**config.mk**
```make
export PLATFORM = sky130hd
export DESIGN_NAME = lvds_word_packer
export DESIGN_NICKNAME = d
export VERILOG_FILES = /design/src/rtl/lvds_word_packer.sv
export SDC_FILE = /design/constraint.sdc
export NUM_CORES = 1
export LEC_CHECK = 0
export BUFFER_PORTS_ARGS = -buffer_cell sky130_fd_sc_hd__buf_2
export CAP_MARGIN = 0
export CORE_MARGIN = 1
export CORE_UTILIZATION = 60
export DETAILED_ROUTE_END_ITERATION = 8
export HOLD_SLACK_MARGIN = 0.05
export PLACE_DENSITY = 0.95
export SLEW_MARGIN = 5
export SYNTH_ARGS = -nofsm -noshare
export SYNTH_HDL_FRONTEND = slang
export SYNTH_SLANG_ARGS = --single-unit
```
**constraint.sdc**
```tcl
create_clock -name LVDS_CLK -period 3.4 [get_ports LVDS_CLK]
set_clock_uncertainty 0.2 [all_clocks]
set_input_delay 0.34 -clock LVDS_CLK [delete_from_list [all_inputs] [get_ports LVDS_CLK]]
set_output_delay 0.34 -clock LVDS_CLK [all_outputs]
set_load 0.1 [all_outputs]
```
**src/rtl/lvds_word_packer.sv**
```systemverilog
// lvds_word_packer: samples 4 LVDS lanes for SAMPLES clocks after a start edge and writes packed 32-bit words to the capture RAM
// Ports: LVDS_CLK/lvds_resetn (async, active-low) clock and reset; start capture request level;
//        lvds_in lane bits (lane L on bit L); mem_we/mem_addr/mem_wdata capture RAM write port;
//        busy high during capture; done_toggle inverts once per completed capture.
module lvds_word_packer #(
  parameter int SAMPLES = 4096,
  parameter int ADDR_W  = 9
) (
  input  logic              LVDS_CLK,
  input  logic              lvds_resetn,
  input  logic              start,
  input  logic [3:0]        lvds_in,
  output logic              mem_we,
  output logic [ADDR_W-1:0] mem_addr,
  output logic [31:0]       mem_wdata,
  output logic              busy,
  output logic              done_toggle
);
  typedef enum logic [1:0] {IDLE, CAPTURE, DONE} state_t;
  state_t state_cs, state_ns;
  logic              start_d;
  logic              rise;
  logic [ADDR_W+2:0] cnt;
  logic [27:0]       sh;
  assign rise = start & ~start_d;
  assign busy = state_cs == CAPTURE;
  always_ff @(posedge LVDS_CLK or negedge lvds_resetn)
    if (!lvds_resetn) state_cs <= IDLE;
    else state_cs <= state_ns;
  // SAMPLES == 8*2**ADDR_W, so the last sample is the all-ones counter value
  always_comb
    state_ns = state_cs == IDLE    ? (rise ? CAPTURE : IDLE) :
               state_cs == CAPTURE ? (&cnt ? DONE : CAPTURE) : IDLE;
  // sh holds the 7 older samples of the current word, oldest in the low nibble
  always_ff @(posedge LVDS_CLK or negedge lvds_resetn)
    if (!lvds_resetn) begin
      start_d     <= 1'b0;
      cnt         <= '0;
      sh          <= '0;
      mem_we      <= 1'b0;
      mem_addr    <= '0;
      mem_wdata   <= '0;
      done_toggle <= 1'b0;
    end else begin
      start_d <= start;
      mem_we  <= 1'b0;
      if (state_cs == CAPTURE) begin
        cnt <= cnt + 1'b1;
        sh  <= {lvds_in, sh[27:4]};
        if (&cnt[2:0]) begin
          mem_we    <= 1'b1;
          mem_addr  <= cnt[ADDR_W+2:3];
          mem_wdata <= {lvds_in, sh};
        end
      end else if (state_cs == IDLE && rise) cnt <= '0;
      if (state_cs == DONE) done_toggle <= ~done_toggle;
    end
endmodule

```
After elaboration in Yosys (flattened, before gate mapping). Cells that the tools add are included.

Bits of input ports: 7. Word-level logic and storage cells: 28. Register bits after elaboration: 86.

Reductions and logical operators: 6. Eq/ne operators: 2. Mux-type cells: 8. Add/sub/neg operators: 1. Bitwise logic cells: 3.

Operator list (number): 2-to-1 mux 12 bit (2); adder 12 x 1 -> 12 bit, second input constant (1); AND reduction 12 bit (1); 2-to-1 mux 2 bit (3); AND reduction 4 bit (1); 2-to-1 mux 1 bit (3); AND reduction 3 bit (1); == test 2 x 1 -> 1 bit, second input constant (1); == test 2 bit, second input constant (1); logical NOT 2 bit (1); NOT 1 bit (2); nonzero test 2 bit (1); AND 1 bit (1); logical AND 1 bit (1).

Depth between registers and ports, before layout.
Word-level depth: 5. Gate-level depth with buffers: 6.

Least setup slack after synthesis. OpenSTA, ideal clock, no wires.

Path type: register to output. Start point: reg state_cs[1]. End point: out busy. Cell stages (with the launch flop): 5. Required time: 2.860 ns. Arrival time: 1.291 ns. Path slack: 1.569 ns. Path buffers: 2. Cells stage by stage: dfrtp_1 -> nand2b_1 -> buf_2 -> inv_2 -> buf_2.

Longest elaborated chain between the ends: 1.

RTL lines: start, declared (RTL line 20) `state_t state_cs, state_ns;`; start signal, assigned (RTL line 29) `else state_cs <= state_ns;`; == test 2 x 1 -> 1 bit (RTL line 26) `assign busy = state_cs == CAPTURE;`; end, declared (RTL line 16) `output logic busy,`.

Every way passes these cells.

Worst setup path after layout.
Start point: reg state_cs[1]. End point: reg mem_addr[6].

Longest elaborated chain between the ends: 2.

RTL lines: == test 2 x 1 -> 1 bit (RTL line 47) `if (state_cs == CAPTURE) begin`; AND reduction 4 bit (no source line); end signal, assigned (RTL line 52) `mem_addr <= cnt[ADDR_W+2:3];`; end, declared (RTL line 14) `output logic [ADDR_W-1:0] mem_addr,`.

Every way passes these cells. A chain may end at the register's enable or synchronous reset.

==> flow_summary.ini <==
[logic_synthesis]
ys_warn_count = 0
ys_ff_latch = 86
ys_seq_area_share_pct = 63.49
yosys.area_share.adder_pct = 0.7383
synth.avg_cell_area_sq_um = 11.93
yosys.area.top_type_share_pct = 63.49
yosysMostFrequentCell = nand2_1
syn_area_sq_um = 3390
synth.area.top_cells = dfrtp_1, mux2_2, nand2_1
synth-edff-count = 0
synthXorXnorAreaFrac_pct = 0.2584
postSynthCellCount = 284
yosysTopAreaCell = dfrtp_1
yosys.area_share.simple_pct = 15.39
synth_top_cells_by_count = nand2_1, dfrtp_1, mux2_2
syn_nets = 293
synthFlopType = dfrtp_1
muxShareOfSynthArea_pct = 14.84
async_reset_ff_share_pct = 100.0
synth-compound-area-share_pct = 2.916
synth_top_family_by_area = simple AND/OR/NAND/NOR gates
yosysUniqueCellTypes = 31

[setup_path]
crit_start = state_cs[1]
worst-path-max-fanout = 25
r2r_start = state_cs[1]
crit_path_end_kind = flop
slowest_delay_ns = 0.54
crit_path_start_kind = flop
r2r_end = mem_addr[6]
r2r_slack_ns = 1.13
cpMaxStageDelayCell = nor2_4
path_class = flop to flop
rr_worst_depth = 4
worstSetupEndpoint = mem_addr[6]
critPathRequiredTime_ns = 3.42
crit_arrival_ns = 2.29
crit_path_cell_trace = nand2b_2, nor2_4, buf_12, mux2_2

[grt]
overflow = 0
grtUsageMet1_pct = 30.83
grt_pass1_wl_um = 10390
grt_max_degree = 87
grt_use_total_pct = 22.93
antenna_found_initial = 0
use_met3_pct = 4.405
grt_util_met2_pct = 34.87
grt.busiest_layer = met2
grt_pass1_vias = 2147

[power_and_ir_drop]
combinationalPowerShare_pct = 11.2
p_total_mw = 2.023
peakVddDrop_mv = 0.3521
p_per_area_nw_per_um2 = 510.0
p_leak_nw = 1.843
p_sw_mw = 0.5647
intPower_mw = 1.458
pwr-share-clk_pct = 35.3
seq_power_share_pct = 53.5
switching_share_pct = 27.91

[drt]
ant_nets = 0
routed_wl_um = 6153
wl_per_cell_um = 14.72
first_iter_violations = 143
drt_pass1_iterations = 4
vias_per_cell = 5.435
vias = 2272
drc = 0

[finish]
final_core_util_pct = 72.47
num-nets-final = 350
drive_gt1_share_pct = 33.24
syn2layout_area_growth_pct = 17.02
diodes = 0
fillers = 374
finalNonFillerCells = 418

[place]
place_inst = 396
io_buffers = 50
hpwl_um = 3836
gp_congestion = 0.8087

[die]
ios = 51
dieArea_sq_um = 5954
dieHeight_um = 77.16
die_x_um = 77.16
initial_utilization_pct = 61.93
rows = 27
core_area_sq_um = 5473

[sta]
finalSetupViolCount = 0
setup-tns-final_ns = 0
rsz0062_at_grt = false
worst-slew-pin-transition_ns = 1.031
drv_slew = 0
period_needed_ns = 2.267
slew_headroom_pct = 31.30
period_share_pct = 66.68
hold_violations = 0
clock.fmax_ghz = 0.4411

[clock_network]
ctsHtreeMaxLevel = 3
cts_made_buffers = 9
post_cts_buffers = 0
cts_tree = yes
cts.clk_slew.worst_paths_ns = 0.07
clock_path_buffers = 2
cts_resized = 0
clock_tree.root_cell = clkbuf_8
clock_latency_ns = 0.35
cts.sinks = 86

[hold_path]
min-delay-start = done_toggle
hold_path.class = flop to flop

[run]
max-cap-violations = 0

[status]
status = finished clean
how the worst min path moves through the flow:
stage,cells past startpoint,endpoint
finish,1,done_toggle
global route,1,done_toggle
CTS,1,done_toggle
detailed placement,1,done_toggle
global placement,2,sh[3]
floorplan,0,cnt[0]
cells in the final DEF, fill, tap and decap left out, types with 2 or more instances in the layout:
cell and count:
o21ai_0 3, dfrtp_1 86, nand2_1 95, buf_2 49, nand3_1 9, mux2i_1 3
dlygate4sd3_1 6, o311ai_0 4, nor3_1 3, buf_4 3, nand2b_1 2, mux2_2 42
ha_1 2, nor4_1 3, o41ai_1 2, inv_1 2, clkinvlp_4 2, clkbuf_8 10
critical path: cells and delay by family (launching register included):
kind / cells / cell delay [ns]
buffers and inverters: 1 / 0.26
flip-flops: 1 / 0.40
multiplexers: 1 / 0.36
AND/OR/NAND/NOR: 2 / 0.91
stage by stage:
stage                     instance area (sq um)  worst slack, ns  hold WS, ns
after detailed placement                   3706            1.144       0.2593
final                                      3966            1.133       0.2663
after global placement                     3706            1.244       0.2563
after CTS                                  3966            1.109       0.2718
after floorplan                            3390            1.569      -0.1556
after global routing                       3966            1.023       0.2943
routing by layer:
metal / vias to the layer above / share of wire (%)
met5: - / 0
met4: 0 / 2.3
met3: 14 / 4.7
met2: 68 / 49
met1: 1118 / 44
li1: 1072 / -
state kept, by name, indices dropped and copies added, names as in the netlist:
register     count
mem_we           1
done_toggle      1
start_d          1
mem_wdata       32
mem_addr         9
state_cs         2
cnt             12
sh              28
repair_timing:
item	CTS	global route
endpoints found under the hold margin	95	0
endpoints found under the setup margin	0	0
hold buffers	6	0
cells by family after synthesis:
kind of cell | after synthesis
simple gates | 121
flops | 86
fa+ha+maj | 2
mux | 45
compound gates | 13
xor+xnor | 1
buf+inv | 16
final cells by class:
cell class	count	area, sq um	area share [%]
sequential	86	2152	54.26
clock inverter	5	58.81	1.483
inverter	3	11.26	0.2839
tap	72	90.09	2.271
clock buffer	11	141.4	3.565
timing repair buffer	59	347.8	8.770
multi-input combinational	182	1165	29.37
power by group through the flow:
stage	Combinational [mW]	Sequential, mW	Clock [mW]
floorplan	0.0287	1.24	0
global placement	0.220	1.10	0
detailed placement	0.223	1.10	0
CTS	0.229	1.08	0.727
global route	0.239	1.09	0.768
finish	0.226	1.08	0.714
Note: power is estimated with default switching activity, not from simulation.
